<file path="src/rtl/prng_arb_pkg.sv">
// Shared types and helpers for the PRNG share arbiter.
// The round-robin pick works on a fixed 8-wide request vector.
package prng_arb_pkg;

    typedef enum logic {
        ST_RUN   = 1'b0,
        ST_FLUSH = 1'b1
    } arb_state_t;

    localparam int CNT_W   = 16;
    localparam int MAX_REQ = 8;
    localparam int IDX_W   = 3;

    typedef struct packed {
        logic             found;
        logic [IDX_W-1:0] idx;
    } rr_t;

    // First set request strictly after last, wrapping modulo n.
    function automatic rr_t rr_pick(
        input logic [MAX_REQ-1:0] req,
        input logic [IDX_W-1:0]   last,
        input int                 n
    );
        rr_t r;
        int  j;
        r = '0;
        for (int k = 1; k <= MAX_REQ; k++) begin
            j = (int'(last) + k) % n;
            if (k <= n && !r.found && req[j[IDX_W-1:0]]) begin
                r.found = 1'b1;
                r.idx   = j[IDX_W-1:0];
            end
        end
        return r;
    endfunction

endpackage

</file>
<file path="src/rtl/prng_arb_fifo.sv">
// Scrubbing FIFO: popped slots are zeroed, flush zeroes every slot.
// No bypass; a push is only visible at the output a cycle later.
module prng_arb_fifo
    import prng_arb_pkg::*;
#(
    parameter int DEPTH = 4,
    parameter int W     = 16,
    parameter int PW    = $clog2(DEPTH),
    parameter int CW    = $clog2(DEPTH + 1)
) (
    input  logic          clk,
    input  logic          rst,
    input  logic          i_push,
    input  logic [W-1:0]  i_din,
    input  logic          i_pop,
    input  logic          i_flush,
    output logic [W-1:0]  o_dout,
    output logic [CW-1:0] o_count,
    output logic          o_full,
    output logic          o_empty
);

    logic [W-1:0]  r_mem [DEPTH];
    logic [PW-1:0] r_wr;
    logic [PW-1:0] r_rd;
    logic [CW-1:0] r_count;

    always_ff @(posedge clk) begin
        if (rst || i_flush) begin
            for (int i = 0; i < DEPTH; i++) begin
                r_mem[i] <= '0;
            end
            r_wr    <= '0;
            r_rd    <= '0;
            r_count <= '0;
        end else begin
            if (i_push) begin
                r_mem[r_wr] <= i_din;
                r_wr        <= r_wr + 1'b1;
            end
            if (i_pop) begin
                r_mem[r_rd] <= '0;
                r_rd        <= r_rd + 1'b1;
            end
            r_count <= r_count + CW'(i_push) - CW'(i_pop);
        end
    end

    assign o_dout  = r_mem[r_rd];
    assign o_count = r_count;
    assign o_full  = (r_count == CW'(DEPTH));
    assign o_empty = (r_count == '0);

endmodule

</file>
<file path="src/rtl/prng_share_arbiter.sv">
// Round-robin sharing of one PRNG word stream across masked units.
// Optional per-requester grant counters under PRNG_ARB_STATS_EN.
module prng_share_arbiter
    import prng_arb_pkg::*;
#(
    parameter int NUM_REQ    = 3,
    parameter int WORD_W     = 16,
    parameter int FIFO_DEPTH = 4,
    parameter int LVL_W      = $clog2(FIFO_DEPTH + 1)
) (
    input  logic                     clk,
    input  logic                     rst,
    input  logic                     prng_valid,
    input  logic [WORD_W-1:0]        prng_data,
    output logic                     prng_ready,
    input  logic [NUM_REQ-1:0]       req,
    input  logic                     flush,
    output logic [NUM_REQ-1:0]       gnt,
    output logic [WORD_W-1:0]        rnd_data,
`ifdef PRNG_ARB_STATS_EN
    output logic [NUM_REQ*CNT_W-1:0] grant_cnt,
`endif
    output logic [LVL_W-1:0]         fifo_level
);

    arb_state_t          r_state;
    arb_state_t          w_state_nxt;
    logic [NUM_REQ-1:0]  r_gnt;
    logic [WORD_W-1:0]   r_rnd;
    logic [IDX_W-1:0]    r_rr_last;
    logic [MAX_REQ-1:0]  w_req_x;
    rr_t                 w_pick;
    logic                w_run;
    logic                w_push;
    logic                w_pop;
    logic                w_full;
    logic                w_empty;
    logic [WORD_W-1:0]   w_dout;

    assign w_run   = (r_state == ST_RUN) && !flush;
    assign w_req_x = MAX_REQ'(req);
    assign w_pick  = rr_pick(w_req_x, r_rr_last, NUM_REQ);
    assign w_push  = prng_valid && prng_ready;
    assign w_pop   = w_run && !w_empty && w_pick.found;

    assign prng_ready = w_run && !w_full;

    prng_arb_fifo #(
        .DEPTH (FIFO_DEPTH),
        .W     (WORD_W)
    ) u_fifo (
        .clk     (clk),
        .rst     (rst),
        .i_push  (w_push),
        .i_din   (prng_data),
        .i_pop   (w_pop),
        .i_flush (flush),
        .o_dout  (w_dout),
        .o_count (fifo_level),
        .o_full  (w_full),
        .o_empty (w_empty)
    );

    always_ff @(posedge clk) begin
        if (rst) begin
            r_state <= ST_RUN;
        end else begin
            r_state <= w_state_nxt;
        end
    end

    // FLUSH lasts one cycle unless flush stays high.
    always_comb begin
        w_state_nxt = ST_RUN;
        if (flush) begin
            w_state_nxt = ST_FLUSH;
        end
    end

    always_ff @(posedge clk) begin
        if (rst) begin
            r_gnt     <= '0;
            r_rnd     <= '0;
            r_rr_last <= IDX_W'(NUM_REQ - 1);
        end else if (w_pop) begin
            r_gnt     <= NUM_REQ'(1) << w_pick.idx;
            r_rnd     <= w_dout;
            r_rr_last <= w_pick.idx;
        end else begin
            r_gnt <= '0;
            r_rnd <= '0;
        end
    end

    assign gnt      = r_gnt;
    assign rnd_data = r_rnd;

`ifdef PRNG_ARB_STATS_EN
    logic [CNT_W-1:0] r_cnt [NUM_REQ];

    always_ff @(posedge clk) begin
        if (rst) begin
            for (int i = 0; i < NUM_REQ; i++) begin
                r_cnt[i] <= '0;
            end
        end else begin
            for (int i = 0; i < NUM_REQ; i++) begin
                if (r_gnt[i] && (r_cnt[i] != '1)) begin
                    r_cnt[i] <= r_cnt[i] + 1'b1;
                end
            end
        end
    end

    for (genvar g = 0; g < NUM_REQ; g++) begin : g_cnt
        assign grant_cnt[g*CNT_W +: CNT_W] = r_cnt[g];
    end
`endif

endmodule
</file>
<file path="config.mk">
export PLATFORM = sky130hd
export DESIGN_NAME = prng_share_arbiter
export DESIGN_NICKNAME = d
export VERILOG_FILES = /design/src/rtl/prng_arb_pkg.sv /design/src/rtl/prng_arb_fifo.sv /design/src/rtl/prng_share_arbiter.sv
export SDC_FILE = /design/constraint.sdc
export NUM_CORES = 1
export LEC_CHECK = 0
export CORE_UTILIZATION = 49
export DETAILED_ROUTE_END_ITERATION = 8
export HOLD_SLACK_MARGIN = 0.08
export MAX_ROUTING_LAYER = met4
export PLACE_DENSITY = 0.7
export RECOVER_POWER = 50
export SETUP_SLACK_MARGIN = 0.4
export SYNTH_ARGS = -nofsm -noshare
export SYNTH_HDL_FRONTEND = slang
export SYNTH_SLANG_ARGS = --single-unit
</file>
<file path="constraint.sdc">
create_clock -name clk -period 8.4 [get_ports clk]
set_input_delay 0.84 -clock clk [delete_from_list [all_inputs] [get_ports clk]]
set_output_delay 0.84 -clock clk [all_outputs]
set_load 0.02 [all_outputs]
</file>
==> impl_metrics.env <==
export IMPL_ys_warn_count=0
export IMPL_min_path_type="register to register"
export IMPL_p_leak_nw=2.08
export IMPL_die_w_um=99.0
export IMPL_cts_sinks=94
export IMPL_synth_edff_count=0
export IMPL_worst_r2r_setup_slack_ps=2090
export IMPL_p_sw_uw=202
export IMPL_clockBufferDepth=2
export IMPL_ant_nets=0
export IMPL_worstSkewPairLatency_ps=360
export IMPL_syn_nets=501
export IMPL_nets=535
export IMPL_top_usage_layer="met2"
export IMPL_drc=2
export IMPL_grt_setup_unrepaired="no"
export IMPL_start_util_pct=50.3
export IMPL_yosys_register_bits=94
export IMPL_grt_max_degree=24
export IMPL_ys_types=57
export IMPL_switching_share_pct=24.6
export IMPL_drt_initial_drc_count=148
export IMPL_io_buffers=45
export IMPL_ys_seq_area_share_pct=40.8
export IMPL_final_layout_size_suffix_gt1_share_pct=11.8
export IMPL_power_density_nw_per_um2=156
export IMPL_firstDrtPassIters=7
export IMPL_rows=35
export IMPL_coreArea_um2=9150
export IMPL_vias=3369
export IMPL_num_io_pins=46
export IMPL_syn2layout_area_growth_pct=14.3
export IMPL_die_y_um=99.0
export IMPL_drv_cap=1
export IMPL_place_ws_ps=2760
export IMPL_fmax_mhz=159
export IMPL_postCtsSetupBuffers=0
export IMPL_antenna_found_initial=0
export IMPL_hold_buffers=0
export IMPL_pwr_share_seq_pct=55.2
export IMPL_clockPowerShare_pct=36.5
export IMPL_criticalPathCategory="register to register"
export IMPL_holdWs_ps=458
export IMPL_grt_use_total_pct=22.2
export IMPL_grt_pass1_vias=3355
export IMPL_use_met1_pct=27.4
export IMPL_worst_pin_slew_ps=1510
export IMPL_finalWorstSetupSlack_ps=2090
export IMPL_finalHoldViolations=0
export IMPL_nFillCells=805
export IMPL_internal_power_uw=619
export IMPL_relSlewSlack_pct=-1.55
export IMPL_crit_path_max_fanout=23
export IMPL_violations="DRC, capacitance limit, slew limit"
export IMPL_avgViaCountPerCell=5.61
export IMPL_totalWireLength_um=9950
export IMPL_grt_pass1_wl_um=16300
export IMPL_post_dp_hpwl_um=6530
export IMPL_fin_skew_ps=12.3
export IMPL_crit_arrival_ps=6560
export IMPL_synth_cells=452
export IMPL_combPwrFrac_pct=8.3
export IMPL_ir_drop_mv=0.110
export IMPL_clk_pin_slew_worst_paths_ps=90
export IMPL_grt_met2_usage_pct=36.8
export IMPL_end_kind="register"
export IMPL_fin_area_um2=5270
export IMPL_cts_resized=0
export IMPL_tns_ps=0
export IMPL_setup_viol=0
export IMPL_antenna_cells=0
export IMPL_min_period_ps=6310
export IMPL_startpoint_type="register"
export IMPL_place_gp_congestion=0.854
export IMPL_cts_tree="yes"
export IMPL_place_area_um2=5090
export IMPL_required_ps=8650
export IMPL_fin_crit_sh_pct=75.1
export IMPL_syn_area_um2=4610
export IMPL_async_flop_share_pct=0
export IMPL_use_met3_pct=4.82
export IMPL_finalMaxSlewViolations=13
export IMPL_htree_levels=3
export IMPL_avgRoutedWirePerCell_um=16.6
export IMPL_status="complete, but fails checks"
export IMPL_fp_dieArea_um2=9800
export IMPL_syn_area_per_cell_um2=10.2
export IMPL_cts_root_buf="clkbuf_8"
export IMPL_grt_overflow=0
export IMPL_synth_ff_type="dfxtp_1"
export IMPL_cts_buffers=9
## worst paths after layout
path              cells after the start                 end               start
hold / removal                        2  u_fifo.r_mem[3][7]  u_fifo.r_mem[3][7]
hold reg to reg                       2  u_fifo.r_mem[3][7]  u_fifo.r_mem[3][7]
setup reg to reg                     21   u_fifo.o_count[2]        r_rr_last[0]
setup / recovery                     21   u_fifo.o_count[2]        r_rr_last[0]
## logic make-up (layout without fill, tap and decap cells)
kind of cell               count (synthesis)  count (layout)  synth area share (%)
muxes                                     55              55                  16.4
DFF                                       94              94                  40.8
and+or+nand+nor                          142             142                  14.7
xor gates and xnor gates                  16              16                  3.20
buffers and inverters                     41              79                  4.32
adders and majority gates                 26              26                  7.22
AOI/OAI and AO/OA                         78              78                  13.3
## cells in the final DEF (no fill, tap or decap), drive strengths merged, types with 3 or more instances in the layout
master         count
a22o              15
nand3             20
a21o               5
dlygate4sd3       24
mux2i             37
clkdlybuf4s50     21
nor2b             24
xor2               6
xnor2             10
a211oi             5
mux4              16
nor3               5
o21ai              6
inv               17
buf                4
ha                25
a31oi              6
nand2             31
dfxtp             94
o31ai              3
nor2              48
a21oi             25
clkbuf             9
## Yosys cell counts (3+ instances only)
| cell type | count | share of area (%) |
|---|---|---|
| a21o_1 | 3 | 0.49 |
| a21oi_1 | 25 | 2.7 |
| a22o_1 | 5 | 0.95 |
| a22o_2 | 10 | 2.2 |
| a31oi_1 | 4 | 0.54 |
| buf_2 | 5 | 0.54 |
| buf_6 | 4 | 0.98 |
| clkbuf_1 | 12 | 0.98 |
| dfxtp_1 | 94 | 41 |
| ha_1 | 25 | 6.8 |
| inv_1 | 15 | 1.2 |
| mux2i_1 | 37 | 8.0 |
| mux4_2 | 16 | 7.8 |
| nand2_1 | 31 | 2.5 |
| nand3_1 | 20 | 2.2 |
| nor2_1 | 48 | 3.9 |
| nor2b_1 | 24 | 3.3 |
| nor3_1 | 5 | 0.54 |
| o21ai_0 | 5 | 0.54 |
| o31ai_1 | 3 | 0.49 |
| xnor2_1 | 10 | 1.9 |
| xor2_1 | 5 | 0.95 |
## power groups by stage
stage | registers, mW | clock network, mW | logic (mW)
2_1_floorplan | 0.463 | 0 | 0.0432
3_3_place_gp | 0.463 | 0 | 0.0677
3_5_place_dp | 0.463 | 0 | 0.0692
4_1_cts | 0.453 | 0.305 | 0.0694
5_1_grt | 0.454 | 0.324 | 0.0742
6_report | 0.453 | 0.300 | 0.0678
## through the flow
stage	std cells	power (mW)	utilization (%)
final	601	0.820	57.5
after global routing	601	0.852	57.5
after CTS	601	0.827	57.8
after detailed placement	586	0.532	55.7
after global placement	586	0.531	55.7
after floorplan	452	0.506	-
## worst max-delay path, cell delays in order (launching register included)
cell and delay, ps:
dfxtp_1 840, inv_1 290, ha_1 320, xor2_1 290
nor2_1 80, ha_1 240, ha_1 220, a21oi_1 170
nand2_1 110, xnor2_1 170, ha_1 220, a211oi_1 240
or3b_2 500, o2111a_1 150, a21boi_0 1160, xor2_1 200
ha_1 160, inv_1 50, fa_1 370, xor2_1 200
xnor2_1 140, nor2_1 60
## sequential cells by signal (all words and copies together) (netlist names)
signal	flops
u_fifo.o_count	3
u_fifo.r_rd	2
r_state	1
r_rr_last	3
u_fifo.r_mem	64
rnd_data	16
u_fifo.r_wr	2
gnt	3
## routing by layer
metal	share of wire, %	vias up
met5	0	-
met4	1.4	0
met3	4.3	17
met2	50	80
met1	44	1626
li1	-	1646
## final cells by class
cell class	count	area [µm²]	area share (%)
Timing Repair Buffer	49	480	9.13
Sequential cell	94	1880	35.7
Tap cell	111	139	2.64
Multi-Input combinational cell	317	2510	47.7
Clock buffer	9	124	2.35
Clock inverter	6	71.3	1.35
Inverter	15	56.3	1.07
Note: power is estimated with default switching activity, not from simulation.
